===== src/rtl/gpio_pkg.sv =====
// gpio_pkg: register byte offsets and bus data width shared by the GPIO bank
package gpio_pkg;
  localparam int REG_W = 32;
  localparam logic [4:0] OFS_OUT     = 5'h00;
  localparam logic [4:0] OFS_IN      = 5'h04;
  localparam logic [4:0] OFS_RISE_EN = 5'h08;
  localparam logic [4:0] OFS_FALL_EN = 5'h0C;
  localparam logic [4:0] OFS_STATUS  = 5'h10;
  localparam logic [4:0] OFS_IRQ_EN  = 5'h14;
endpackage


===== src/rtl/gpio_sync_edge.sv =====
// gpio_sync_edge: STAGES-deep input synchroniser (d in; s synced level, rise/fall one-cycle edge vectors out)
module gpio_sync_edge #(
  parameter int W      = 16,
  parameter int STAGES = 2
) (
  input  logic         clk,
  input  logic         resetn,
  input  logic [W-1:0] d,
  output logic [W-1:0] s,
  output logic [W-1:0] rise,
  output logic [W-1:0] fall
);
  logic [STAGES-1:0][W-1:0] chain;
  logic [W-1:0] prev;
  always_ff @(posedge clk or negedge resetn)
    if (!resetn) begin
      chain <= '0;
      prev  <= '0;
    end else begin
      chain <= {chain[STAGES-2:0], d};
      prev  <= chain[STAGES-1];
    end
  assign s    = chain[STAGES-1];
  assign rise = s & ~prev;
  assign fall = ~s & prev;
endmodule


===== src/rtl/iomem_gpio_bank.sv =====
// iomem_gpio_bank: iomem-mapped GPIO (iomem_* bus, gpio_in sync+edge capture, gpio_out pins, level irq)
module iomem_gpio_bank
  import gpio_pkg::*;
#(
  parameter logic [7:0] BASE_SEL    = 8'h03,
  parameter int         N_OUT       = 16,
  parameter int         N_IN        = 16,
  parameter int         SYNC_STAGES = 2
) (
  input  logic             clk,
  input  logic             resetn,
  input  logic             iomem_valid,
  output logic             iomem_ready,
  input  logic [3:0]       iomem_wstrb,
  input  logic [31:0]      iomem_addr,
  input  logic [31:0]      iomem_wdata,
  output logic [31:0]      iomem_rdata,
  input  logic [N_IN-1:0]  gpio_in,
  output logic [N_OUT-1:0] gpio_out,
  output logic             irq
);
  logic [N_OUT-1:0] out_r;
  logic [N_IN-1:0]  rise_en, fall_en, irq_en, status, s, rise, fall, clr;
  logic [REG_W-1:0] mask, wm, rd;
  logic [4:0]       ofs;
  logic             sel, wr, unused;
  gpio_sync_edge #(.W(N_IN), .STAGES(SYNC_STAGES)) u_sync (
    .clk(clk), .resetn(resetn), .d(gpio_in), .s(s), .rise(rise), .fall(fall)
  );
  // !iomem_ready gates the cycle after completion so each request yields one pulse
  assign sel    = iomem_valid && !iomem_ready && iomem_addr[31:24] == BASE_SEL;
  assign wr     = sel && |iomem_wstrb;
  assign ofs    = {iomem_addr[4:2], 2'b00};
  assign mask   = {{8{iomem_wstrb[3]}}, {8{iomem_wstrb[2]}}, {8{iomem_wstrb[1]}}, {8{iomem_wstrb[0]}}};
  assign wm     = iomem_wdata & mask;
  assign clr    = wr && ofs == OFS_STATUS ? wm[N_IN-1:0] : '0;
  assign irq    = |(status & irq_en);
  assign unused = ^{iomem_addr[23:5], iomem_addr[1:0], mask, wm};
  assign gpio_out = out_r;
  always_comb
    rd = ofs == OFS_OUT     ? REG_W'(out_r)   :
         ofs == OFS_IN      ? REG_W'(s)       :
         ofs == OFS_RISE_EN ? REG_W'(rise_en) :
         ofs == OFS_FALL_EN ? REG_W'(fall_en) :
         ofs == OFS_STATUS  ? REG_W'(status)  :
         ofs == OFS_IRQ_EN  ? REG_W'(irq_en)  : '0;
  always_ff @(posedge clk or negedge resetn)
    if (!resetn) begin
      iomem_ready <= 1'b0;
      iomem_rdata <= '0;
      out_r       <= '0;
      rise_en     <= '0;
      fall_en     <= '0;
      irq_en      <= '0;
      status      <= '0;
    end else begin
      iomem_ready <= sel;
      if (sel) iomem_rdata <= rd;
      if (wr && ofs == OFS_OUT) out_r <= (out_r & ~mask[N_OUT-1:0]) | wm[N_OUT-1:0];
      if (wr && ofs == OFS_RISE_EN) rise_en <= (rise_en & ~mask[N_IN-1:0]) | wm[N_IN-1:0];
      if (wr && ofs == OFS_FALL_EN) fall_en <= (fall_en & ~mask[N_IN-1:0]) | wm[N_IN-1:0];
      if (wr && ofs == OFS_IRQ_EN) irq_en <= (irq_en & ~mask[N_IN-1:0]) | wm[N_IN-1:0];
      // new captures are ORed after the clear so a same-cycle edge survives
      status <= (status & ~clr) | (rise & rise_en) | (fall & fall_en);
    end
endmodule


===== config.mk =====
export PLATFORM = sky130hd
export DESIGN_NAME = iomem_gpio_bank
export DESIGN_NICKNAME = d
export VERILOG_FILES = /design/src/rtl/gpio_pkg.sv /design/src/rtl/gpio_sync_edge.sv /design/src/rtl/iomem_gpio_bank.sv
export SDC_FILE = /design/constraint.sdc
export NUM_CORES = 1
export LEC_CHECK = 0
export BUFFER_PORTS_ARGS = -buffer_cell sky130_fd_sc_hd__buf_2
export CAP_MARGIN = 10
export CORE_UTILIZATION = 30
export CTS_CLUSTER_SIZE = 14
export DETAILED_ROUTE_END_ITERATION = 16
export PLACE_DENSITY_LB_ADDON = 0.1
export SLEW_MARGIN = 20
export SYNTH_ARGS = -nofsm -noshare
export SYNTH_HDL_FRONTEND = slang
export SYNTH_SLANG_ARGS = --single-unit

===== constraint.sdc =====
create_clock -name clk -period 2.29 [get_ports clk]
set_clock_uncertainty 0.15 [all_clocks]
set_input_delay 0.3435 -clock clk [delete_from_list [all_inputs] [get_ports clk]]
set_output_delay 0.3435 -clock clk [all_outputs]
set_load 0.03 [all_outputs]

==> results.yml <==
power_and_ir_drop:
  switching_share_pct: 22.64
  p_int_mw: 4.721
  leakage_nw: 3.662
  powerDensity_nw_per_um2: 778.5
  pwr-share-comb_pct: 6.4
  clockPowerShare_pct: 50.1
  switchingPower_mw: 1.382
  p_seq_share_pct: 43.5
  vdd_drop_max_v: 0.0005315
critical_path:
  endpoint_kind: "primary output"
  start_kind: "register"
  slowest_delay_ps: 400
  path_delay_family: "compound AO/OA/AOI/OAI gates"
  rr_worst_depth: 6
  critPathBufInv: 1
  crit_slowest_cell: "dfrtp_1"
  crit_chain: "a22o_1 -> a221oi_2 -> nand4_1 -> buf_6"
  regToRegStartpoint: "iomem_ready$_DFF_PN0_"
  worstPathMaxFanout: 3
  critPathKind: "register to primary output"
  regToRegSetupSlack_ps: 260
  crit_required_ps: 1800
  critPathArrivalTime_ps: 1770
floorplan:
  die_area_um2: 20830
  initial_utilization_pct: 30.92
  core_area_um2: 19650
  die_w_um: 144.3
  rows: 51
  io_pins: 137
  die_height_um: 144.3
route:
  dr.pass1.iters: 4
  viasPerCell: 4.959
  drtAntennaViolNets: 0
  wl_per_cell_um: 18.67
  drc: 0
  vias: 4324
  drt_iter0_drc: 139
  routed_wirelength_um: 16280
grt:
  grt_max_degree: 57
  grt_use_total_pct: 17.01
  grt_antenna_before_repair: 0
  grt_pass1_vias: 4336
  grt_pass1_wl_um: 25320
  gr-total-overflow: 0
synthesis:
  seq_area_frac_synth_pct: 59.71
  ys_seq_elements: 145
  ys_top_cells_by_area: "dfrtp_1 60%, mux2_2 12%, a22o_1 3.3%"
  synth_top_area_share_pct: 59.71
  yosys_warnings: 0
  netlist_area_um2: 6077
  synth.avg_cell_area_um2: 13.10
  ys_types: 36
  synth_cells: 464
  yosys.area.top_type: "dfrtp_1"
finish:
  antenna_cells: 0
  fillers: 1919
  fin_cells: 872
  drive_gt1_share_pct: 37.40
  area_growth_syn_to_layout_pct: 28.99
  final_nets: 681
outcome:
  status: "complete, no violations"
sta:
  fmax_mhz: 442.7
  fin_ws_ps: 31.12
  fin_crit_sh_pct: 98.64
  slew_headroom_pct: 63.74
  finalSetupViolations: 0
  finalCriticalPeriod_ps: 2259
  rsz0062_at_grt: "no"
  setup_tns_ps: 0
  final_hold_viol_count: 0
  tightestPinTransition_ps: 542.2
  drv_slew: 0
worst_hold_path:
  hp-start: "iomem_wdata[5]"
  min_path_cells: 2
  hold_class: "input pin to register"
place:
  gp_congestion: 0.7888
  placed_cells: 821
  pre_cts_ws_ps: 65.79
  io_buffers: 81
  post-dp-hpwl_um: 11140
cts:
  cts-root-buf: "clkbuf_16"
  clk_transition_reported_paths_ps: 60
  clock-sinks: 145
  htreeDepth: 4
  clock_latency_ps: 430
  clockBufferDepth: 2
  cts_made_buffers: 17
  cts_tree: "yes"
job:
  cap_violations: 0
-- stage by stage --
step	hold WS, ps	cell area [um^2]	power (mW)	utilization (%)
final	65.55	7839	6.103	39.88
after global routing	65.94	7839	6.349	39.88
after CTS	49.46	7818	6.185	39.78
after detailed placement	154.1	6983	3.074	35.53
after global placement	156.1	6983	3.070	35.53
after floorplan	-102.1	6133	2.894	-
-- cells in the mapped netlist --
cell type  instances
and4bb_2           1
o31ai_1            2
nor3_4             4
o211ai_1          16
o21ai_0           27
and2_1             2
nor4_4             1
conb_1             1
or2_2              1
mux4_2             3
or3_1              2
nor2b_1           12
o2111ai_1          2
nor4bb_1           2
buf_4             16
mux2_2            67
nand2b_1           4
inv_1             18
a211oi_1          11
buf_2              4
nand3b_1          16
buf_1              2
nand3_2            1
o22ai_1           13
nor3_2             4
clkinv_1           1
nor2_1            13
a221oi_1           4
o32ai_1           11
clkbuf_1          10
nand2_1           20
clkbuf_8           1
dfrtp_1          145
a22o_1            23
nand4_1            3
a21oi_1            1
-- worst max-delay path by stage --
stage / slack (ps) / startpoint / cells after the start / to
6_report: 30 / status[14]$_DFF_PN0_ / 4 / irq
3_3_place_gp: 40 / iomem_addr[4] / 5 / iomem_rdata[8]$_DFFE_PN0P_
5_1_grt: 4 / status[14]$_DFF_PN0_ / 4 / irq
4_1_cts: 30 / register / 4 / irq
3_5_place_dp: 70 / iomem_addr[4] / 5 / iomem_rdata[8]$_DFFE_PN0P_
2_1_floorplan: 260 / iomem_ready$_DFF_PN0_ / 5 / register
-- power by group through the flow --
stage	sequential (mW)	combinational, mW	clock [mW]
6_report	2.66	0.390	3.06
5_1_grt	2.66	0.433	3.26
4_1_cts	2.66	0.396	3.13
3_5_place_dp	2.70	0.372	0
3_3_place_gp	2.70	0.370	0
2_1_floorplan	2.71	0.185	0
-- layout by cell type (no fill, tap or decap), types with 2 or more instances in the layout --
cell	instances
buf_4	24
o32ai_1	11
nand2_1	20
buf_12	7
o21ai_0	27
a221oi_2	2
dfrtp_1	145
buf_2	79
or3_1	2
nor2_1	13
and2_1	2
inv_1	18
mux2_2	67
a221oi_1	2
clkinv_2	2
a22o_1	23
clkbuf_16	17
o2111ai_1	2
dlygate4sd3_1	17
nand4_1	3
nand3b_1	16
nor3_4	4
o22ai_1	13
nor4bb_1	2
mux4_2	3
o31ai_1	2
nand2b_1	4
nor2b_1	12
a211oi_1	11
clkinv_4	2
bufinv_16	5
conb_1	16
clkinvlp_4	3
o211ai_1	16
buf_6	2
nor3_2	4
-- worst register-to-register path: cells and delay by family, from the launching register on --
kind | cells | cell delay (ps)
AND/OR/NAND/NOR | 3 | 680
buffers and inverters | 2 | 380
flip-flops | 1 | 370
multiplexers | 1 | 330
-- routing by layer --
metal  GRT usage, %  vias up  share of wire [%]
met5              0        -                  0
met4          7.590        0                2.4
met3          3.444       23                3.6
met2          25.33      111                 45
met1          23.77     2226                 49
li1               -     1964                  -
-- area by class of cell --
cell class | count | area (um^2) | share of cell area [%]
Clock buffer | 19 | 442.9 | 5.650
Clock inverter | 13 | 209.0 | 2.666
Inverter | 19 | 71.32 | 0.9098
Multi-Input combinational cell | 282 | 2247 | 28.67
Sequential cell | 145 | 3628 | 46.29
Tap cell | 265 | 331.6 | 4.230
Timing Repair Buffer | 129 | 908.4 | 11.59
-- kinds of logic (layout without fill, tap and decap cells) --
kind of cell,count (synthesis),in the layout,synth area share (%)
compound gates,110,110,12.99
buf+inv,52,180,4.447
flops,145,145,59.71
mux,70,70,13.53
other cells,1,16,0.06171
simple gates,86,86,9.265
-- timing repair --
item	4_1_cts	5_1_grt
setup endpoints to repair	1	1
hold endpoints to repair	58	0
setup buffers	0	2
hold buffers	17	0
pin swaps	0	2
gates resized for setup	2	3
(Power assumes the default switching activity.)
